`config.mk`:
```
export PLATFORM = sky130hd
export DESIGN_NAME = he_enc_sched_flat
export DESIGN_NICKNAME = d
export VERILOG_FILES = /design/src/rtl/he_enc_sched_pkg.sv /design/src/rtl/he_enc_sched_if.sv /design/src/rtl/he_enc_sched_fifo.sv /design/src/rtl/he_enc_sched.sv /design/src/flat_wrapper.sv
export SDC_FILE = /design/constraint.sdc
export NUM_CORES = 1
export LEC_CHECK = 0
export BUFFER_PORTS_ARGS = -buffer_cell sky130_fd_sc_hd__buf_2
export CORE_ASPECT_RATIO = 1.2
export CORE_UTILIZATION = 35
export CTS_CLUSTER_SIZE = 30
export DETAILED_ROUTE_END_ITERATION = 8
export GPL_TIMING_DRIVEN = 1
export MAX_ROUTING_LAYER = met4
export PLACE_DENSITY = 0.54
export SYNTH_ARGS = -nofsm -noshare
export SYNTH_HDL_FRONTEND = slang
export SYNTH_HIERARCHICAL = 1
export SYNTH_SLANG_ARGS = --single-unit
```
`constraint.sdc`:
```
create_clock -name clk -period 2.5 [get_ports clk]
set_input_delay 0.625 -clock clk [delete_from_list [all_inputs] [get_ports clk]]
set_output_delay 0.625 -clock clk [all_outputs]
set_load 0.01 [all_outputs]
```
`src/rtl/he_enc_sched_pkg.sv`:
```
// he_enc_sched_pkg: sizing helpers and scheduler state encodings
package he_enc_sched_pkg;
  localparam logic [0:0] RUN = 1'b0;
  localparam logic [0:0] DRAIN = 1'b1;
  function automatic int clog2(input int n);
    int r = 0;
    while ((1 << r) < n) r++;
    return r;
  endfunction
  function automatic int get_m(input int k);
    int m = 1;
    while ((1 << m) < k + m + 1) m++;
    return m;
  endfunction
endpackage

```
`src/rtl/he_enc_sched_if.sv`:
```
// he_enc_sched_if: requester, encoder and consumer buses of the encoder scheduler
interface he_enc_sched_if #(
  parameter int N_REQ = 4,
  parameter int K = 4,
  parameter int M = 3,
  parameter int IDW = 2
);
  logic [N_REQ-1:0] req_vld;
  logic [N_REQ-1:0] req_rdy;
  logic [N_REQ*K-1:0] req_data;
  logic [K-1:0] enc_din;
  logic enc_dvld;
  logic [K+M-1:0] enc_cout;
  logic enc_cvld;
  logic [K+M-1:0] out_code;
  logic [IDW-1:0] out_id;
  logic out_vld;
  logic out_rdy;
  modport master (
    input req_vld, req_data, enc_cout, enc_cvld, out_rdy,
    output req_rdy, enc_din, enc_dvld, out_code, out_id, out_vld
  );
  modport slave (
    output req_vld, req_data, enc_cout, enc_cvld, out_rdy,
    input req_rdy, enc_din, enc_dvld, out_code, out_id, out_vld
  );
endinterface

```
`src/rtl/he_enc_sched_fifo.sv`:
```
// he_sched_fifo: synchronous FIFO holding codeword plus requester ID
module he_sched_fifo
  import he_enc_sched_pkg::*;
#(
  parameter int W = 9,
  parameter int D = 4
) (
  input  logic clk,
  input  logic rst,
  input  logic push,
  input  logic pop,
  input  logic [W-1:0] din,
  output logic [W-1:0] dout,
  output logic full,
  output logic empty
);
  localparam int AW = clog2(D);
  localparam int OW = AW + 1;
  logic [W-1:0] mem [D];
  logic [AW-1:0] wp, rp;
  logic [OW-1:0] occ;
  assign full = occ == OW'(D);
  assign empty = occ == '0;
  assign dout = mem[rp];
  // storage, power-of-two pointers wrap naturally; push on full is legal alongside a pop
  always_ff @(posedge clk or negedge rst)
    if (!rst) begin
      wp <= '0;
      rp <= '0;
      occ <= '0;
      for (int i = 0; i < D; i++) mem[i] <= '0;
    end else begin
      if (push) begin
        mem[wp] <= din;
        wp <= wp + 1'b1;
      end
      if (pop) rp <= rp + 1'b1;
      occ <= occ + OW'(push) - OW'(pop);
    end
endmodule

```
`src/rtl/he_enc_sched.sv`:
```
// he_enc_sched: round-robin sharing of one Hamming encoder among N_REQ requesters (option: HE_ENC_SCHED_PRIO0_EN)
module he_enc_sched
  import he_enc_sched_pkg::*;
#(
  parameter int N_REQ = 4,
  parameter int K = 4,
  parameter int M = get_m(K),
  parameter int LAT = 2,
  parameter int FIFO_D = 4,
  parameter int IDW = clog2(N_REQ)
) (
  input  logic clk,
  input  logic rst,
  he_enc_sched_if.master bus,
  input  logic flush,
  output logic flush_done,
  output logic err_unexp
);
`ifdef HE_ENC_SCHED_PRIO0_EN
  localparam bit P0 = 1'b1;
`else
  localparam bit P0 = 1'b0;
`endif
  localparam int CW = clog2(FIFO_D) + 1;
  localparam int W = K + M + IDW;
  logic [K-1:0] words [N_REQ];
  logic [IDW-1:0] ptr, gnt, idx, iss_id;
  logic [IDW-1:0] tid [1:LAT];
  logic [LAT:1] tv;
  logic [CW-1:0] count;
  logic [0:0] state;
  logic found, can_issue, hs, push, pop, lost, full, empty;
  logic [W-1:0] dout;
  for (genvar i = 0; i < N_REQ; i++) assign words[i] = bus.req_data[i*K +: K];
  // first valid requester from the pointer; requester 0 pre-empts the search when prioritised
  always_comb begin
    found = 1'b0;
    gnt = '0;
    idx = '0;
    for (int k = 0; k < N_REQ; k++) begin
      idx = IDW'((int'(ptr) + k) % N_REQ);
      if (!found && bus.req_vld[idx] && !(P0 && idx == '0)) begin
        found = 1'b1;
        gnt = idx;
      end
    end
    if (P0 && bus.req_vld[0]) begin
      found = 1'b1;
      gnt = '0;
    end
  end
  assign can_issue = count < CW'(FIFO_D) && state == RUN;
  assign hs = found && can_issue;
  assign bus.req_rdy = hs ? {{(N_REQ-1){1'b0}}, 1'b1} << gnt : '0;
  assign lost = tv[LAT] && !bus.enc_cvld;
  assign push = bus.enc_cvld && tv[LAT] && (!full || pop);
  assign pop = !empty && bus.out_rdy;
  assign bus.out_vld = !empty;
  assign bus.out_code = dout[W-1:IDW];
  assign bus.out_id = dout[IDW-1:0];
  assign flush_done = state == DRAIN && count == '0;
  // issue register feeding the encoder and the round-robin pointer
  always_ff @(posedge clk or negedge rst)
    if (!rst) begin
      bus.enc_din <= '0;
      bus.enc_dvld <= 1'b0;
      iss_id <= '0;
      ptr <= '0;
    end else begin
      bus.enc_dvld <= hs;
      if (hs) begin
        bus.enc_din <= words[gnt];
        iss_id <= gnt;
        if (!(P0 && gnt == '0)) ptr <= gnt == IDW'(N_REQ - 1) ? '0 : gnt + 1'b1;
      end
    end
  // tag pipeline: stage LAT lines up with the encoder's cvld
  always_ff @(posedge clk or negedge rst)
    if (!rst) begin
      tv <= '0;
      for (int k = 1; k <= LAT; k++) tid[k] <= '0;
    end else begin
      tv[1] <= bus.enc_dvld;
      tid[1] <= iss_id;
      for (int k = 2; k <= LAT; k++) begin
        tv[k] <= tv[k-1];
        tid[k] <= tid[k-1];
      end
    end
  // credits, drain state and sticky tag/cvld disagreement flag
  always_ff @(posedge clk or negedge rst)
    if (!rst) begin
      count <= '0;
      state <= RUN;
      err_unexp <= 1'b0;
    end else begin
      count <= count + CW'(hs) - CW'(pop) - CW'(lost);
      state <= state == RUN ? (flush ? DRAIN : RUN) : (count == '0 ? RUN : DRAIN);
      err_unexp <= err_unexp | (bus.enc_cvld ^ tv[LAT]);
    end
  he_sched_fifo #(.W(W), .D(FIFO_D)) u_fifo (
    .clk(clk),
    .rst(rst),
    .push(push),
    .pop(pop),
    .din({bus.enc_cout, tid[LAT]}),
    .dout(dout),
    .full(full),
    .empty(empty)
  );
endmodule

```
`src/flat_wrapper.sv`:
```
// flat-port wrapper written by rule: the top's interface ports become plain ports
module he_enc_sched_flat import he_enc_sched_pkg::*;
#(
  parameter int N_REQ = 4,
  parameter int K = 4,
  parameter int M = get_m(K),
  parameter int LAT = 2,
  parameter int FIFO_D = 4,
  parameter int IDW = clog2(N_REQ)
)
  (clk, rst, flush, flush_done, err_unexp, bus_req_vld, bus_req_data, bus_enc_cout, bus_enc_cvld, bus_out_rdy, bus_req_rdy, bus_enc_din, bus_enc_dvld, bus_out_code, bus_out_id, bus_out_vld);
  he_enc_sched_if #(.N_REQ(N_REQ), .K(K), .M(M), .IDW(IDW)) bus_i ();
  input  logic clk;
  input  logic rst;
  input  logic flush;
  output logic flush_done;
  output logic err_unexp;
  input wire logic [$bits(bus_i.req_vld)-1:0] bus_req_vld;
  input wire logic [$bits(bus_i.req_data)-1:0] bus_req_data;
  input wire logic [$bits(bus_i.enc_cout)-1:0] bus_enc_cout;
  input wire logic [$bits(bus_i.enc_cvld)-1:0] bus_enc_cvld;
  input wire logic [$bits(bus_i.out_rdy)-1:0] bus_out_rdy;
  output wire logic [$bits(bus_i.req_rdy)-1:0] bus_req_rdy;
  output wire logic [$bits(bus_i.enc_din)-1:0] bus_enc_din;
  output wire logic [$bits(bus_i.enc_dvld)-1:0] bus_enc_dvld;
  output wire logic [$bits(bus_i.out_code)-1:0] bus_out_code;
  output wire logic [$bits(bus_i.out_id)-1:0] bus_out_id;
  output wire logic [$bits(bus_i.out_vld)-1:0] bus_out_vld;
  assign bus_i.req_vld = bus_req_vld;
  assign bus_i.req_data = bus_req_data;
  assign bus_i.enc_cout = bus_enc_cout;
  assign bus_i.enc_cvld = bus_enc_cvld;
  assign bus_i.out_rdy = bus_out_rdy;
  assign bus_req_rdy = bus_i.req_rdy;
  assign bus_enc_din = bus_i.enc_din;
  assign bus_enc_dvld = bus_i.enc_dvld;
  assign bus_out_code = bus_i.out_code;
  assign bus_out_id = bus_i.out_id;
  assign bus_out_vld = bus_i.out_vld;
  he_enc_sched #(.N_REQ(N_REQ), .K(K), .M(M), .LAT(LAT), .FIFO_D(FIFO_D), .IDW(IDW)) u_core (.clk(clk), .rst(rst), .bus(bus_i), .flush(flush), .flush_done(flush_done), .err_unexp(err_unexp));
endmodule
```
==> impl_metrics.ini, run 1 <==
[pwr]
p_per_area_nw_per_um2 = 1130
p_comb_frac = 0.345
switching_share = 0.318
power.leakage_uw = 0.00178
peakVddDrop_mv = 0.357
p_sw_uw = 1260
p_seq_frac = 0.441
intPower_uw = 2700
power_frac_clock = 0.213

[clock_tree]
cts_hold_buf = 0
cts_sinks = 63
htree_num_levels = 3
cts-buffers-inserted = 9
clockBufferDepth = 2
post_cts_resized = 0
insertion_delay_ns = 0.33
clk_pin_slew_ns = 0.07
cts_tree = yes
postCtsSetupRepairBufs = 0
ctsRootBufferMaster = clkbuf_8

[yosys]
avgSynthCellArea_um2 = 14.0
synthCells = 209
synth_ff_type = dfrtp_1
synth_area_um2 = 2920
seq_area_frac_synth = 0.540
synth_nets = 255
synth.distinct_cells = 35
synth-edff-count = 0
synth-seq-cells = 63
async_reset_ff_frac = 1.00
ys_warn_count = 6

[floorplan]
rows = 36
num_io_pins = 53
die_width_um = 85.4
die_y_um = 102
core_area_um2 = 8110
initial_core_util = 0.360
dieArea_um2 = 8710

[place]
dp.cells = 357
gp_congestion = 0.707
io_buffers = 52
place_area_um2 = 3310
dpl.hpwl_um = 3590

[layout]
design_area_um2 = 3500
final_cell_mix = 62 x dfrtp_1, 52 x buf_2, 36 x mux2_2
fillerInstances = 778
final_cells = 371
num-nets-final = 319
drive_gt1_frac = 0.453
final_common_cell = dfrtp_1
antenna_cells = 0
area_delta_synth_final_pct = 20.0

[sta]
setup-violations-final = 0
hold_viol = 0
grt_setup_unrepaired = no
fmax_mhz = 419
maxSlewViolCount = 0
tightest_slew_ns = 0.619
relSlewSlack = 0.587
period_share = 0.954
min_period_ns = 2.39
finClkSkew_ns = 0.00679
final.setup.tns_ns = 0

[worst_setup_path]
cp.required_ns = 1.88
startpoint_type = input port
crit_chain = buf_2, nor4_1, or3_4, clkinv_1, nand2_1, nor2_1, buf_2
crit_path_end_kind = output pin
crit_type = input port to output pin
r2r_setup_slack_ns = 0.30
critPathMaxStageDelay_ns = 0.31
arrival_ns = 1.76
worstPathMaxFanout = 12
crit_top_cell = buf_2
cpMaxStageDelayCell = nor4_1

[route]
wl_um = 5130
vias = 1800
drt-initial-drc-count = 79
ant_nets = 0
first_pass_iters = 4
wire_per_inst_um = 13.8
vias_per_cell = 4.85
drc_errors = 0

[global_route]
grt_max_degree = 39
grt_overflow_total = 0
first_global_vias = 1866
gr-usage-all-layers = 0.138
grt_pass1_wl_um = 8760
antenna_found_initial = 0

[job]
cap_viol_max_count = 0

[hold_path]
hp-class = input port to async pin

[status]
status = finished, final reports clean
==> sequential cells by signal (all words and copies together) (netlist names), 2 cells and up <==
| register | cells |
|---|---|
| u_core/u_fifo/rp | 2 |
| u_core/ptr | 2 |
| u_core/u_fifo/wp | 2 |
| u_core/bus.enc_din | 4 |
| u_core/u_fifo/mem | 36 |
| u_core/u_fifo/occ | 3 |
| u_core/tid | 4 |
| u_core/count | 3 |
| u_core/iss_id | 2 |
| u_core/tv | 2 |
==> layer usage <==
metal  vias up  GRT usage  part of all wire
met5         -          -                 0
met4         0     0.0731             0.016
met3         8     0.0291             0.045
met2        53      0.226              0.48
met1       882      0.159              0.46
li1        857          -                 -
==> cells in the mapped netlist, types with 2 or more instances <==
library cell	number	area share
buf_2	2	0.0034
buf_6	2	0.0077
dfrtp_1	63	0.54
fa_1	2	0.014
ha_1	12	0.051
inv_1	17	0.022
mux2_2	36	0.14
mux2i_1	8	0.027
mux4_2	8	0.062
nand2_1	16	0.021
nand2_2	4	0.0086
nor2_1	4	0.0051
nor3_1	3	0.0051
o21ai_0	3	0.0051
o221ai_1	4	0.012
xnor2_1	5	0.015
xor2_1	2	0.0060
==> kinds of logic (layout without fill, tap and decap cells) <==
logic type,after synthesis,after routing,synth area share
xor+xnor,7,7,0.0210
simple gates,35,35,0.0605
buf+inv,23,90,0.0369
compound gates,14,14,0.0390
mux,53,53,0.237
flops,63,63,0.540
fa+ha+maj,14,14,0.0652
==> final timing paths <==
kind | start | end | depth (start not counted)
setup / recovery | bus_req_vld[3] | bus_req_rdy[1] | 7
max in group asynchronous | rst | u_core/u_fifo/mem[19]$_DFFE_PN0P_ | 2
hold reg to reg | u_core/tid[2]$_DFF_PN0_ | u_core/tid[0]$_DFF_PN0_ | 0
setup reg to reg | u_core/u_fifo/occ[1]$_DFF_PN0_ | u_core/u_fifo/occ[2]$_DFF_PN0_ | 11
hold / removal | rst | u_core/u_fifo/wp[1]$_DFFE_PN0P_ | 1
min in group clk | u_core/tid[2]$_DFF_PN0_ | u_core/tid[0]$_DFF_PN0_ | 0
==> power by group through the flow <==
stage / clock (uW) / combinational [uW] / sequential [uW]
after floorplan: 0 / 1080 / 1650
after global placement: 0 / 1360 / 1750
after detailed placement: 0 / 1390 / 1760
after CTS: 881 / 1390 / 1750
after global routing: 917 / 1540 / 1810
final: 844 / 1360 / 1750
==> metrics by stage <==
stage          hold WS [ns]  power (uW)  worst slack [ns]   util
5_1_grt               0.351        4270            0.0217  0.432
4_1_cts               0.323        4020            0.0338  0.432
2_1_floorplan         0.329        2730             0.197      -
3_3_place_gp          0.333        3120             0.114  0.409
3_5_place_dp          0.336        3150             0.116  0.409
6_report              0.307        3950             0.114  0.432
==> layout make-up <==
| cell class | count | area (um^2) | share of cell area |
|---|---|---|---|
| Multi-Input combinational cell | 123 | 1230 | 0.352 |
| Inverter | 18 | 67.6 | 0.0193 |
| Clock inverter | 4 | 47.5 | 0.0136 |
| Sequential cell | 63 | 1580 | 0.451 |
| Tap cell | 95 | 119 | 0.0340 |
| Clock buffer | 10 | 138 | 0.0393 |
| Timing Repair Buffer | 58 | 318 | 0.0908 |
==> critical path: cells and delay by family <==
family | cells | cell delay, ns
buffers and inverters | 3 | 0.38
AND/OR/NAND/NOR | 4 | 0.75
Power figures use the tool's default switching activity.
==> run 2: changes to the inputs <==
--- a/config.mk
+++ b/config.mk
@@ -13,5 +13,5 @@
 export GPL_TIMING_DRIVEN = 1
 export MAX_ROUTING_LAYER = met4
-export PLACE_DENSITY = 0.54
+export PLACE_DENSITY = 0.56
 export SYNTH_ARGS = -nofsm -noshare
 export SYNTH_HDL_FRONTEND = slang
==> constraint.sdc (replaced) <==
create_clock -name clk -period 1.9 [get_ports clk]
set_input_delay 0 -clock clk [delete_from_list [all_inputs] [get_ports clk]]
set_output_delay 0 -clock clk [all_outputs]
set_load 0.01 [all_outputs]
==> run 2 against run 1 <==
Effect of this change:
- global-route usage grew 1.0 points
- design area up 11%
- critical path depth grew 4
- sequential power is 31% higher
- critical endpoint is now u_core/u_fifo/occ[2]$_DFF_PN0_
- utilization rose by 4.9 points
- total power increased by 44%
- the run now ends with setup timing left
- register-to-register slack lost 0.31 ns
- cell count increased by 8.1%
- non-clock buffer count is 28 higher
==> impl_metrics.ini, run 2 (synthesized netlist as in run 1, its figures left out) <==
[status]
status = finished, violations left
violations = setup timing

[floorplan]
dieArea_um2 = 8710
die_y_um = 102
initial_core_util = 0.360
core_area_um2 = 8110
num_io_pins = 53
die_width_um = 85.4
rows = 36

[worst_setup_path]
crit_path_end_kind = register
worstPathMaxFanout = 3
crit_chain = nor3_2, inv_1, nand2_2, inv_2, ha_4, inv_4, ha_4, inv_2, fa_2, xnor2_2, xnor2_1
reg2reg_to = u_core/u_fifo/occ[2]$_DFF_PN0_
cpMaxStageDelayCell = dfrtp_1
cp.buffers_inverters = 4
path_delay_family = adder cells
r2r_cells = 11
cp.required_ns = 2.12
critPathMaxStageDelay_ns = 0.39
regToRegStartpoint = u_core/u_fifo/occ[1]$_DFF_PN0_
startpoint_type = register
r2r_setup_slack_ns = -0.01
crit_type = register to register
arrival_ns = 2.14

[pwr]
power.leakage_uw = 0.00198
peakVddDrop_mv = 0.670
p_per_area_nw_per_um2 = 1460
finalPower_uw = 5690

[route]
vias = 1910
first_pass_iters = 6
wl_um = 5650
drc_errors = 0
ant_nets = 0
wire_per_inst_um = 14.1
vias_per_cell = 4.76
drt-initial-drc-count = 53

[hold_path]
hold_depth = 3
hold_end = u_core/bus.enc_din[3]$_DFFE_PN0P_
hp-class = input port to register
worstHoldStart = bus_req_data[15]

[layout]
final_cell_mix = 62 x dfrtp_1, 52 x buf_2, 36 x mux2_2
seqCellArea_um2 = 1580
reg_top3 = u_core/u_fifo/mem x36, u_core/bus.enc_din x4, u_core/tid x4
largest-register = u_core/u_fifo/mem
fillerInstances = 734
largest_reg_flops = 36
final_common_cell = dfrtp_1
multiInputGateArea_um2 = 1320
postLayoutCoreUtil = 0.481
antenna_cells = 0
area_delta_synth_final_pct = 33.5
drive_gt1_frac = 0.480
num-nets-final = 347

[clock_tree]
ctsRootBufferMaster = clkbuf_8
clockBufferDepth = 2
cts_sinks = 63
insertion_delay_ns = 0.33
htree_num_levels = 3
clk_pin_slew_ns = 0.07
cts_tree = yes
cts-buffers-inserted = 9

[sta]
tightest_slew_ns = 0.473
final.setup.tns_ns = -0.0103
relSlewSlack = 0.685
min_period_ns = 1.91
hold_viol = 0
hold_ws_ns = 0.00869
finClkSkew_ns = 0.00359
setup-violations-final = 1
period_share = 1.01
grt_setup_unrepaired = yes
maxSlewViolCount = 0
setup_ws_ns = -0.0103
fmax_mhz = 523

[global_route]
grt_overflow_total = 0
grt_pass1_wl_um = 9160
gr-usage-all-layers = 0.148
antenna_found_initial = 0
first_global_vias = 1908
grt_max_degree = 64

[place]
place_ws_ns = -0.0940
gp_congestion = 0.757
dpl.hpwl_um = 3630
io_buffers = 52

[job]
cap_viol_max_count = 0
==> run 2: power by group <==
group	leakage, uW	switching, uW	total, uW	internal [uW]
Clock	0.000119	491	1270	783
Combinational	0.00106	906	2120	1220
Sequential	0.000795	386	2290	1900
Total	0.00198	1780	5690	3900
==> run 2: per-layer routing <==
metal | global-route usage | share of wire | vias to the layer above
li1 | - | - | 921
met1 | 0.171 | 0.44 | 921
met2 | 0.235 | 0.50 | 62
met3 | 0.0533 | 0.048 | 6
met4 | 0.0615 | 0.015 | 0
met5 | - | 0 | -
==> run 2: metrics by stage <==
stage	cells	instance area, um^2
6_report	401	3900
5_1_grt	401	3900
4_1_cts	401	3850
3_5_place_dp	362	3390
3_3_place_gp	362	3390
2_1_floorplan	209	2960
==> run 2: worst register-to-register path, stage by stage, from the launching register on <==
cell and delay, ns:
dfrtp_1 0.39, nor3_2 0.17, inv_1 0.07, nand2_2 0.10, inv_2 0.06, ha_4 0.22, inv_4 0.05, ha_4 0.11
inv_2 0.03, fa_2 0.34, xnor2_2 0.14, xnor2_1 0.12
==> run 2: worst max-delay path by stage <==
stage | cells after the start | start | slack (ns) | endpoint
2_1_floorplan | 11 | u_core/u_fifo/occ[1]$_DFF_PN0_ | -0.06 | u_core/u_fifo/occ[2]$_DFF_PN0_
3_3_place_gp | 11 | u_core/u_fifo/occ[2]$_DFF_PN0_ | -0.03 | u_core/u_fifo/occ[2]$_DFF_PN0_
3_5_place_dp | 11 | u_core/u_fifo/occ[2]$_DFF_PN0_ | -0.09 | u_core/u_fifo/occ[2]$_DFF_PN0_
4_1_cts | 11 | u_core/u_fifo/occ[1]$_DFF_PN0_ | -0.05 | u_core/u_fifo/occ[2]$_DFF_PN0_
5_1_grt | 11 | u_core/u_fifo/occ[1]$_DFF_PN0_ | -0.15 | u_core/u_fifo/occ[2]$_DFF_PN0_
6_report | 11 | u_core/u_fifo/occ[1]$_DFF_PN0_ | -0.01 | u_core/u_fifo/occ[2]$_DFF_PN0_
==> run 2: layout make-up <==
cell class	count	share of cell area
sequential	63	0.405
multi-input combinational	123	0.339
timing repair buffer	86	0.149
clock buffer	14	0.0495
tap	95	0.0305
inverter	18	0.0180
clock inverter	2	0.00899
==> run 2: what timing repair did <==
item	CTS	global route
pin swaps	6	0
setup buffers	2	0
setup endpoints to repair	5	24
hold endpoints to repair	95	0
hold buffers	21	0
resized for setup	2	10
